## src/rtl/hazard_scoreboard_if.sv

```systemverilog
// hazard_scoreboard_if: decode-stage issue/hazard signals between pipeline control and the scoreboard
interface hazard_scoreboard_if #(parameter int PERF_W = 32);
    logic              id_valid;
    logic [4:0]        id_rs1;
    logic [4:0]        id_rs2;
    logic              id_use_rs1;
    logic              id_use_rs2;
    logic [4:0]        id_rd;
    logic              id_regWrite;
    logic              ex_branch_taken;
    logic              wb_valid;
    logic [4:0]        wb_rd;
    logic              issue;
    logic              stall;
    logic              bubble;
    logic              flush_ifid;
    logic              sb_err;
    logic [PERF_W-1:0] stall_cycles;
    modport master (
        output id_valid, id_rs1, id_rs2, id_use_rs1, id_use_rs2, id_rd, id_regWrite,
               ex_branch_taken, wb_valid, wb_rd,
        input  issue, stall, bubble, flush_ifid, sb_err, stall_cycles
    );
    modport slave (
        input  id_valid, id_rs1, id_rs2, id_use_rs1, id_use_rs2, id_rd, id_regWrite,
               ex_branch_taken, wb_valid, wb_rd,
        output issue, stall, bubble, flush_ifid, sb_err, stall_cycles
    );
endinterface

```

## src/rtl/hazard_scoreboard.sv

```systemverilog
// hazard_scoreboard: per-register pending-write counters deciding issue/stall/bubble/flush for IF/ID
module hazard_scoreboard #(
    parameter int CNT_W  = 2,
    parameter int PERF_W = 32
) (
    input logic clk,
    input logic rst,
    hazard_scoreboard_if.slave sb
);
    localparam logic [CNT_W-1:0] MAXP = '1;
    logic [CNT_W-1:0] pend [1:31];
    logic busy1, busy2, raw_hazard, waw_full, blocked, inc, dec, dec_err;
    assign busy1      = sb.id_rs1 != 5'd0 && pend[sb.id_rs1] != '0;
    assign busy2      = sb.id_rs2 != 5'd0 && pend[sb.id_rs2] != '0;
    assign raw_hazard = (sb.id_use_rs1 && busy1) || (sb.id_use_rs2 && busy2);
    assign waw_full   = sb.id_regWrite && sb.id_rd != 5'd0 && pend[sb.id_rd] == MAXP;
    assign blocked    = raw_hazard || waw_full;
    assign sb.flush_ifid = sb.ex_branch_taken;
    assign sb.stall      = !sb.ex_branch_taken && sb.id_valid && blocked;
    assign sb.issue      = !sb.ex_branch_taken && sb.id_valid && !blocked;
    assign sb.bubble     = !sb.issue;
    assign inc     = sb.issue && sb.id_regWrite && sb.id_rd != 5'd0;
    assign dec     = sb.wb_valid && sb.wb_rd != 5'd0 && pend[sb.wb_rd] != '0;
    assign dec_err = sb.wb_valid && sb.wb_rd != 5'd0 && pend[sb.wb_rd] == '0;
    always_ff @(posedge clk) begin
        if (rst) begin
            for (int i = 1; i < 32; i++) pend[i] <= '0;
            sb.sb_err       <= 1'b0;
            sb.stall_cycles <= '0;
        end else begin
            // coincident inc and dec on the same register cancel out
            for (int i = 1; i < 32; i++) begin
                if (inc && sb.id_rd == 5'(i) && !(dec && sb.wb_rd == 5'(i)))
                    pend[i] <= pend[i] + CNT_W'(1);
                else if (dec && sb.wb_rd == 5'(i) && !(inc && sb.id_rd == 5'(i)))
                    pend[i] <= pend[i] - CNT_W'(1);
            end
            sb.sb_err       <= sb.sb_err | dec_err;
            sb.stall_cycles <= sb.stall_cycles + PERF_W'(sb.stall && !(&sb.stall_cycles));
        end
    end
endmodule

```

## src/flat_wrapper.sv

```systemverilog
// flat-port wrapper written by rule: the top's interface ports become plain ports
module hazard_scoreboard_flat 
#(
    parameter int CNT_W  = 2,
    parameter int PERF_W = 32
)
  (clk, rst, sb_id_valid, sb_id_rs1, sb_id_rs2, sb_id_use_rs1, sb_id_use_rs2, sb_id_rd, sb_id_regWrite, sb_ex_branch_taken, sb_wb_valid, sb_wb_rd, sb_issue, sb_stall, sb_bubble, sb_flush_ifid, sb_sb_err, sb_stall_cycles);
  hazard_scoreboard_if #(.PERF_W(PERF_W)) sb_i ();
  input logic clk;
  input logic rst;
  input wire logic [$bits(sb_i.id_valid)-1:0] sb_id_valid;
  input wire logic [$bits(sb_i.id_rs1)-1:0] sb_id_rs1;
  input wire logic [$bits(sb_i.id_rs2)-1:0] sb_id_rs2;
  input wire logic [$bits(sb_i.id_use_rs1)-1:0] sb_id_use_rs1;
  input wire logic [$bits(sb_i.id_use_rs2)-1:0] sb_id_use_rs2;
  input wire logic [$bits(sb_i.id_rd)-1:0] sb_id_rd;
  input wire logic [$bits(sb_i.id_regWrite)-1:0] sb_id_regWrite;
  input wire logic [$bits(sb_i.ex_branch_taken)-1:0] sb_ex_branch_taken;
  input wire logic [$bits(sb_i.wb_valid)-1:0] sb_wb_valid;
  input wire logic [$bits(sb_i.wb_rd)-1:0] sb_wb_rd;
  output wire logic [$bits(sb_i.issue)-1:0] sb_issue;
  output wire logic [$bits(sb_i.stall)-1:0] sb_stall;
  output wire logic [$bits(sb_i.bubble)-1:0] sb_bubble;
  output wire logic [$bits(sb_i.flush_ifid)-1:0] sb_flush_ifid;
  output wire logic [$bits(sb_i.sb_err)-1:0] sb_sb_err;
  output wire logic [$bits(sb_i.stall_cycles)-1:0] sb_stall_cycles;
  assign sb_i.id_valid = sb_id_valid;
  assign sb_i.id_rs1 = sb_id_rs1;
  assign sb_i.id_rs2 = sb_id_rs2;
  assign sb_i.id_use_rs1 = sb_id_use_rs1;
  assign sb_i.id_use_rs2 = sb_id_use_rs2;
  assign sb_i.id_rd = sb_id_rd;
  assign sb_i.id_regWrite = sb_id_regWrite;
  assign sb_i.ex_branch_taken = sb_ex_branch_taken;
  assign sb_i.wb_valid = sb_wb_valid;
  assign sb_i.wb_rd = sb_wb_rd;
  assign sb_issue = sb_i.issue;
  assign sb_stall = sb_i.stall;
  assign sb_bubble = sb_i.bubble;
  assign sb_flush_ifid = sb_i.flush_ifid;
  assign sb_sb_err = sb_i.sb_err;
  assign sb_stall_cycles = sb_i.stall_cycles;
  hazard_scoreboard #(.CNT_W(CNT_W), .PERF_W(PERF_W)) u_core (.clk(clk), .rst(rst), .sb(sb_i));
endmodule
```

## config.mk

```make
export PLATFORM = sky130hd
export DESIGN_NAME = hazard_scoreboard_flat
export DESIGN_NICKNAME = d
export VERILOG_FILES = /design/src/rtl/hazard_scoreboard_if.sv /design/src/rtl/hazard_scoreboard.sv /design/src/flat_wrapper.sv
export SDC_FILE = /design/constraint.sdc
export NUM_CORES = 1
export LEC_CHECK = 0
export ABC_AREA = 1
export CAP_MARGIN = 20
export CORE_MARGIN = 1.5
export CORE_UTILIZATION = 55
export DETAILED_ROUTE_END_ITERATION = 16
export PLACE_DENSITY = 0.83
export SYNTH_ARGS = -nofsm -noshare
export SYNTH_HDL_FRONTEND = slang
export SYNTH_SLANG_ARGS = --single-unit
```

## constraint.sdc

```tcl
create_clock -name clk -period 4.2 [get_ports clk]
set_input_delay 0.84 -clock clk [delete_from_list [all_inputs] [get_ports clk]]
set_output_delay 0.84 -clock clk [all_outputs]
set_load 0.03 [all_outputs]
```

==> out/qor.log <==
qor: outcome.status finished, final reports clean
qor: sta.clock_skew 8.19 ps
qor: clocking.cts_htree_levels 3
qor: routing.detailroute.via_count 9,138
qor: grt.grt_overflow 0
qor: run.max_cap_violations 0
qor: worst_setup_path.worst-r2r-setup-slack 360 ps
qor: cells_and_area.finalInstanceArea 9500 µm²
qor: sta.tightest_slew 561 ps
qor: clocking.clkSinkCount 95
qor: grt.via_count_of_the_first_global_routing_pass 8,239
qor: routing.drt-total-wl 27,000 µm
qor: grt.grt_util_all_layers 36.7%
qor: sta.endpoints_failing_setup 0
qor: cells_and_area.post_route_cells_drive_above_1_share 11.6%
qor: synth.synth_area 7760 µm²
qor: cells_and_area.area_delta_synth_final 22.4%
qor: power.worst_ir_drop_vdd 0.217 mV
qor: routing.drt-initial-drc-count 1,012
qor: floorplan.fp.dieArea 14,800 µm²
qor: placement.post-place-cells 1,543
qor: floorplan.start_util 56.1%
qor: grt.antenna_found_initial 0
qor: power.p_leak 0.00428 µW
qor: routing.iteration_count_of_the_initial_detailed_routing_pass 6
qor: clocking.cts.root.buffer_cell clkbuf_16
qor: sta.number_of_endpoints_with_negative_hold_slack_in_the_final_report 0
qor: routing.route.detailed.drc 0
qor: floorplan.floorplan.die.width 122 µm
qor: placement.gpl.final_weighted_congestion 1.05
qor: worst_setup_path.setup.worst_path.start_class primary input
qor: routing.antenna_violating_nets_left 0
qor: worst_setup_path.critPathMostFrequentCell nand2_1
qor: grt.first_pass_grt_wire_length 41,500 µm
qor: floorplan.design.portCount 65
qor: cells_and_area.stdcell_count 1,566
qor: cells_and_area.fillers 1,224
qor: sta.final_min_period_over_clock_period 94.2%
qor: placement.standard_cell_area_after_detailed_placement 8970 µm²
qor: synth.ys_warn_count 0
qor: cells_and_area.nets 1,411
qor: cells_and_area.mostFrequentLayoutCell nand2_1
qor: power.power.density_cell_area 246 nW/µm²
qor: cells_and_area.most-common-layout-cells nand2_1, nand3_1, inv_1
qor: synth.synth-seq-area-share 32.5%
qor: cells_and_area.diodes 0
qor: worst_hold_path.min_delay_worst_type reg2reg
qor: synth.syn-num-nets 1,307
qor: routing.wl_per_cell 17.2 µm
qor: sta.post_layout_min_period 3950 ps
qor: cells_and_area.finalCoreUtilization 68.7%
qor: clocking.cts_max_path_buffers 2
qor: worst_setup_path.path_max_fanout 4
qor: synth.synthCells 1,277
qor: worst_setup_path.worstPathRequired 4450 ps
qor: worst_setup_path.slowest_stage ha_2
qor: floorplan.rows 43
qor: grt.grt_max_degree 91
qor: clocking.cts.reportedPaths.clkPinSlew 70 ps
qor: synth.yosys_register_bits 95
qor: sta.maxSlewHeadroom 62.5%
qor: synth.avgSynthCellArea 6.08 µm²
qor: worst_setup_path.critPathKind in2reg
qor: floorplan.core-area 13,800 µm²
qor: sta.fmax_achieved 0.253 GHz
qor: placement.hpwl 20,200 µm
qor: worst_setup_path.critical_path.max_stage_delay 220 ps
qor: clocking.clk_latency 360 ps
qor: routing.route.detailed.vias_per_inst 5.84
qor: worst_setup_path.worst_ep_arrival_time 4210 ps
qor: placement.io_buffers 64
qor: synth.synth.distinct_cells 38
qor: worst_setup_path.crit_path_end_kind register
qor: clocking.tritoncts built
qor: clocking.number_of_buffers_created_by_cts 9
qor: floorplan.fp.dieH 122 µm
qor: sta.drv_slew 0
-- cell families (layout without fill, tap and decap cells) --
| kind of cell | Yosys count | after routing | share of synthesized area [%] |
|---|---|---|---|
| AOI/OAI and AO/OA | 105 | 105 | 7.21 |
| xor gates and xnor gates | 4 | 4 | 0.452 |
| adders and majority gates | 2 | 2 | 0.322 |
| buffers and inverters | 224 | 333 | 11.6 |
| DFF | 95 | 95 | 32.5 |
| and+or+nand+nor | 847 | 847 | 48.0 |
-- final cells by class --
type | count | area, µm² | share of cell area [%]
multi-input combinational | 958 | 4470 | 47.0
sequential | 95 | 2520 | 26.5
timing repair buffer | 141 | 1320 | 13.8
inverter | 175 | 672 | 7.07
clock buffer | 10 | 239 | 2.52
tap | 180 | 225 | 2.37
clock inverter | 6 | 53.8 | 0.566
timing repair inverter | 1 | 7.51 | 0.0790
-- path summary, 6_finish.rpt --
kind,from,end,depth (start not counted)
setup / recovery,sb_id_rs2[1],u_core.sb.stall_cycles[31]$_SDFF_PP0_,31
setup reg to reg,u_core.pend[22][0]$_DFFE_PP_,u_core.sb.stall_cycles[31]$_SDFF_PP0_,30
hold / removal,u_core.sb.stall_cycles[7]$_SDFF_PP0_,u_core.sb.stall_cycles[7]$_SDFF_PP0_,2
hold reg to reg,u_core.sb.stall_cycles[7]$_SDFF_PP0_,u_core.sb.stall_cycles[7]$_SDFF_PP0_,2
-- registers in the layout (all words and copies together), names as in the netlist --
signal,cells
u_core.sb.sb_err,1
u_core.sb.stall_cycles,32
u_core.pend,62
-- layer usage --
layer	vias up	global-route usage [%]	part of all wire, %
met5	-	0	0
met4	0	21.0	5.4
met3	93	9.60	10
met2	487	58.6	45
met1	4134	44.9	40
li1	4424	-	-
-- cell usage after synthesis --
| master | number | area [µm²] |
|---|---|---|
| nor2_2 | 12 | 75.1 |
| nand2_1 | 418 | 1570 |
| nor2_1 | 112 | 420 |
| nand4_1 | 64 | 400 |
| or2_4 | 1 | 8.76 |
| xor2_1 | 2 | 17.5 |
| o22ai_1 | 4 | 25.0 |
| clkbuf_1 | 20 | 75.1 |
| buf_6 | 1 | 11.3 |
| nor3_2 | 1 | 10.0 |
| or2_2 | 3 | 18.8 |
| nor3_1 | 45 | 225 |
| buf_4 | 9 | 67.6 |
| nor3_4 | 1 | 16.3 |
| a21oi_1 | 38 | 190 |
| o221ai_1 | 1 | 8.76 |
| buf_1 | 7 | 26.3 |
| clkinv_1 | 10 | 37.5 |
| nand3_1 | 181 | 906 |
| a211oi_1 | 1 | 7.51 |
| nor2_4 | 1 | 11.3 |
| o21ai_1 | 25 | 125 |
| inv_1 | 154 | 578 |
| edfxtp_1 | 62 | 1860 |
| a22oi_1 | 2 | 15.0 |
| o21a_1 | 3 | 22.5 |
| nand2_2 | 3 | 18.8 |
| o21ai_0 | 28 | 140 |
| inv_2 | 11 | 41.3 |
| nand3_2 | 1 | 10.0 |
| buf_2 | 12 | 60.1 |
| nor4_1 | 3 | 18.8 |
| o211ai_1 | 2 | 15.0 |
| dfxtp_1 | 33 | 661 |
| nand4_2 | 1 | 12.5 |
| o211a_1 | 1 | 10.0 |
| ha_1 | 2 | 25.0 |
| xnor2_1 | 2 | 17.5 |
-- critical path, delay by kind of cell --
| kind | cells | cell delay (ps) |
|---|---|---|
| compound gates | 3 | 280 |
| buf+inv | 4 | 510 |
| simple gates | 23 | 2360 |
| fa+ha+maj | 1 | 220 |
-- through the flow --
step / setup WS [ps] / hold WS, ps / TNS (ps) / power (µW)
6_report: 245 / 486 / 0 / 2340
3_3_place_gp: -380 / 458 / -3370 / 1490
3_5_place_dp: -457 / 463 / -4480 / 1490
2_1_floorplan: 247 / 564 / 0 / 1320
5_1_grt: -13.6 / 517 / -13.6 / 2410
4_1_cts: 19.5 / 474 / 0 / 2310
-- power breakdown --
| group | leakage (µW) | internal [µW] | switching, µW |
|---|---|---|---|
| Combinational | 0.00322 | 152 | 310 |
| Sequential | 0.000905 | 1020 | 28.8 |
| Clock | 0.000146 | 427 | 401 |
| Total | 0.00428 | 1600 | 740 |
-- what timing repair did --
item,CTS,global route
endpoints found under the setup margin,9,14
hold buffers,0,0
endpoints found under the hold margin,0,0
pin swaps,3,14
gates cloned,2,1
gates resized for setup,22,49
setup buffers,2,2
No activity file was read; power rests on OpenSTA's default activity.
==> RTL edit: new RTL, same flow settings <==
Make the reset (`rst`) asynchronous in one clocked block.
--- a/src/rtl/hazard_scoreboard.sv
+++ b/src/rtl/hazard_scoreboard.sv
@@ -23,5 +23,5 @@
     assign dec     = sb.wb_valid && sb.wb_rd != 5'd0 && pend[sb.wb_rd] != '0;
     assign dec_err = sb.wb_valid && sb.wb_rd != 5'd0 && pend[sb.wb_rd] == '0;
-    always_ff @(posedge clk) begin
+    always_ff @(posedge clk or posedge rst) begin
         if (rst) begin
             for (int i = 1; i < 32; i++) pend[i] <= '0;
Check against the original RTL: not equivalent (a bounded check fails within 4 cycles, from zero or initial values and one cycle with rst high; the reset may be asserted at any time).
==> RTL edit against the unedited design <==
Wire length decreased by 22%. Clock skew is 4.6 ps higher. Worst hold slack lost 28 ps. Cell area shrank 12%. Area after synthesis down 11%. Worst setup slack better by 54 ps. Die area decreased by 10%. First-iteration DRC count shrank 21%. Sequential cell count is the same. Critical path type is now input pin to output port. Largest cell class unchanged.
Power is not compared: it rests on default switching activity, and its combinational part moved more than twofold at a synthesized area within 25%.
==> RTL edit: results (changes against the unedited design) <==
Outcome
The run finished with clean final reports.

STA
The relative max-transition margin is 42.36% (-20 points). The clock tree skew after final layout is 12.75 ps (+4.563 ps). The hold violation count in the final report is 0 (unchanged).

Yosys
The distinct cell type count of the synthesized netlist is 34 (-11%). The portion of the post-synthesis area used by sequential elements is 34.26% (+1.8 points). The mux contribution to synthesized area was 0% (unchanged). The count of synthesis-stage warnings from yosys is 0 (unchanged).

In the post-synthesis netlist, the biggest area contributors are sky130_fd_sc_hd__dfrtp_1, sky130_fd_sc_hd__nand2_1, sky130_fd_sc_hd__nor2_1, sky130_fd_sc_hd__xnor2_1, sky130_fd_sc_hd__ha_1. The complex-gate fraction of the synthesized area came to 9.719% (+2.5 points). The xor-xnor portion of the synthesized cell area came to 11.61% (+11 points). The post-synthesis share of cell area spent on full adders, half adders and majority gates was 5.950% (+5.6 points).

By count the netlist is led by sky130_fd_sc_hd__nand2_1, sky130_fd_sc_hd__nor2_1, sky130_fd_sc_hd__inv_1. The synthesized net count is 1043 (-20%). The fraction of registers with async set or reset after synthesis is 100.0% (+100 points).

Worst setup path
The top fanout value on the critical path is 30 (+26). The slowest stage of the critical path is the sky130_fd_sc_hd__clkdlybuf4s50_1 cell. The delay of the slowest cell on the worst path is 510 ps (+290 ps). The arrival time reported for the critical path endpoint was 3060 ps (-1150 ps).

Clock tree
The number of H-tree branching levels came to 3 (unchanged). The total of cells resized after clock tree synthesis is 0 (-100%). The count of buffers added by post-CTS timing repair for setup is 0 (-2). Clock tree synthesis selected as its root buffer the cell sky130_fd_sc_hd__clkbuf_16. The total clock buffers created by CTS is 9 (unchanged).

The clock latency on the worst-skew pair came to 360 ps (about the same). The maximum number of buffers from clock root to sink was 2 (unchanged).

Power
Summed over all combinational cells, the power is between 0.001 and 0.0015 W. The peak supply drop is roughly 0.35 mV. The switching share of power is a little over two fifths.

In this run the static leakage power is ~3.9 nW. For this design the ratio of total power to cell area is ~440 nW/um2. The power attributed to the clock group is 0.000786 W.

Route
The final wirelength was 21010 um (-22%). The remaining antenna violation count came to 0 (unchanged). The number of detailed-routing iterations run before antenna repair is 9 (+3). The via count of the routed design came to 7042 (-23%).

The first-iteration detailed-routing DRC count came to 798 (-21%).

Global routing
The pin count of the biggest net entering global routing is 69 (-24%). The first-pass GRT wire length is 34240 um (-18%). The global-route usage over all layers came to 33.47% (-3.3 points). The via count of the first global-routing pass is 6701 (-19%).

Cells and area
The largest registers in the layout are u_core.pend (62), u_core.sb.stall_cycles (32), u_core.sb.sb_err (1). The final net count is 1145 (-19%). The ratio of cells with drive above 1 in the final layout is 8.081% (-3.5 points). The largest register by flop count is u_core.pend.

The count of inserted antenna diode cells is 0 (unchanged).

Place
The routability-driven placement congestion ratio was 1.009 (-3.8%). The worst setup slack after placement was 56.86 ps (+513.9 ps). The estimated wirelength of the detail-placed design was 15850 um (-22%). The count of port buffers added during placement is 64 (unchanged).

Worst hold path
The worst hold-check path type is flip-flop to flip-flop.
## RTL edit: worst max-delay path: cells and delay by family
kind                   cells  cell delay [ps]
buffers and inverters      6             1260
AOI/OAI and AO/OA          3              520
and+or+nand+nor            5              420
## RTL edit: cells by family after synthesis
group	after synthesis
AND/OR/NAND/NOR	499
buffers and inverters	133
AO/OA/AOI/OAI	130
flip-flops	95
XOR/XNOR	92
adder cells (fa/ha/maj)	33
## RTL edit: layout make-up
type                       instances  area (um2)
clock buffer                      10       229.0
clock inverter                     6       43.79
fill                            1068        3839
inverter                         104       392.9
multi-input combinational        754        3979
sequential                        95        2377
tap                              168       210.2
timing repair buffer             120        1091
## RTL edit: per-layer routing
metal	GRT usage, %	vias up	wire length (um)
li1	-	3343	-
met1	46.58	3251	9006
met2	51.76	372	9355
met3	5.166	76	1821
met4	14.98	0	822
met5	0	-	0
## RTL edit: final timing paths
| kind | start | end | slack, ps | cells after the start |
|---|---|---|---|---|
| min in group asynchronous | rst | u_core.pend[1] | 1010 | 2 |
| hold reg to reg | u_core.sb.sb_err | u_core.sb.sb_err | 460 | 1 |
| setup reg to reg | u_core.pend[29] | u_core.pend[7] | 840 | 16 |
| hold / removal | u_core.sb.sb_err | u_core.sb.sb_err | 460 | 1 |
| max in group asynchronous | rst | u_core.pend[30] | 2450 | 3 |
| setup / recovery | sb_id_rd[0] | sb_issue | 300 | 14 |
## RTL edit: stage by stage
step,instances,instance area [um2]
6_report,1257,8323
5_1_grt,1257,8323
4_1_cts,1257,8323
3_5_place_dp,1241,8050
3_3_place_gp,1241,8050
2_1_floorplan,982,6939
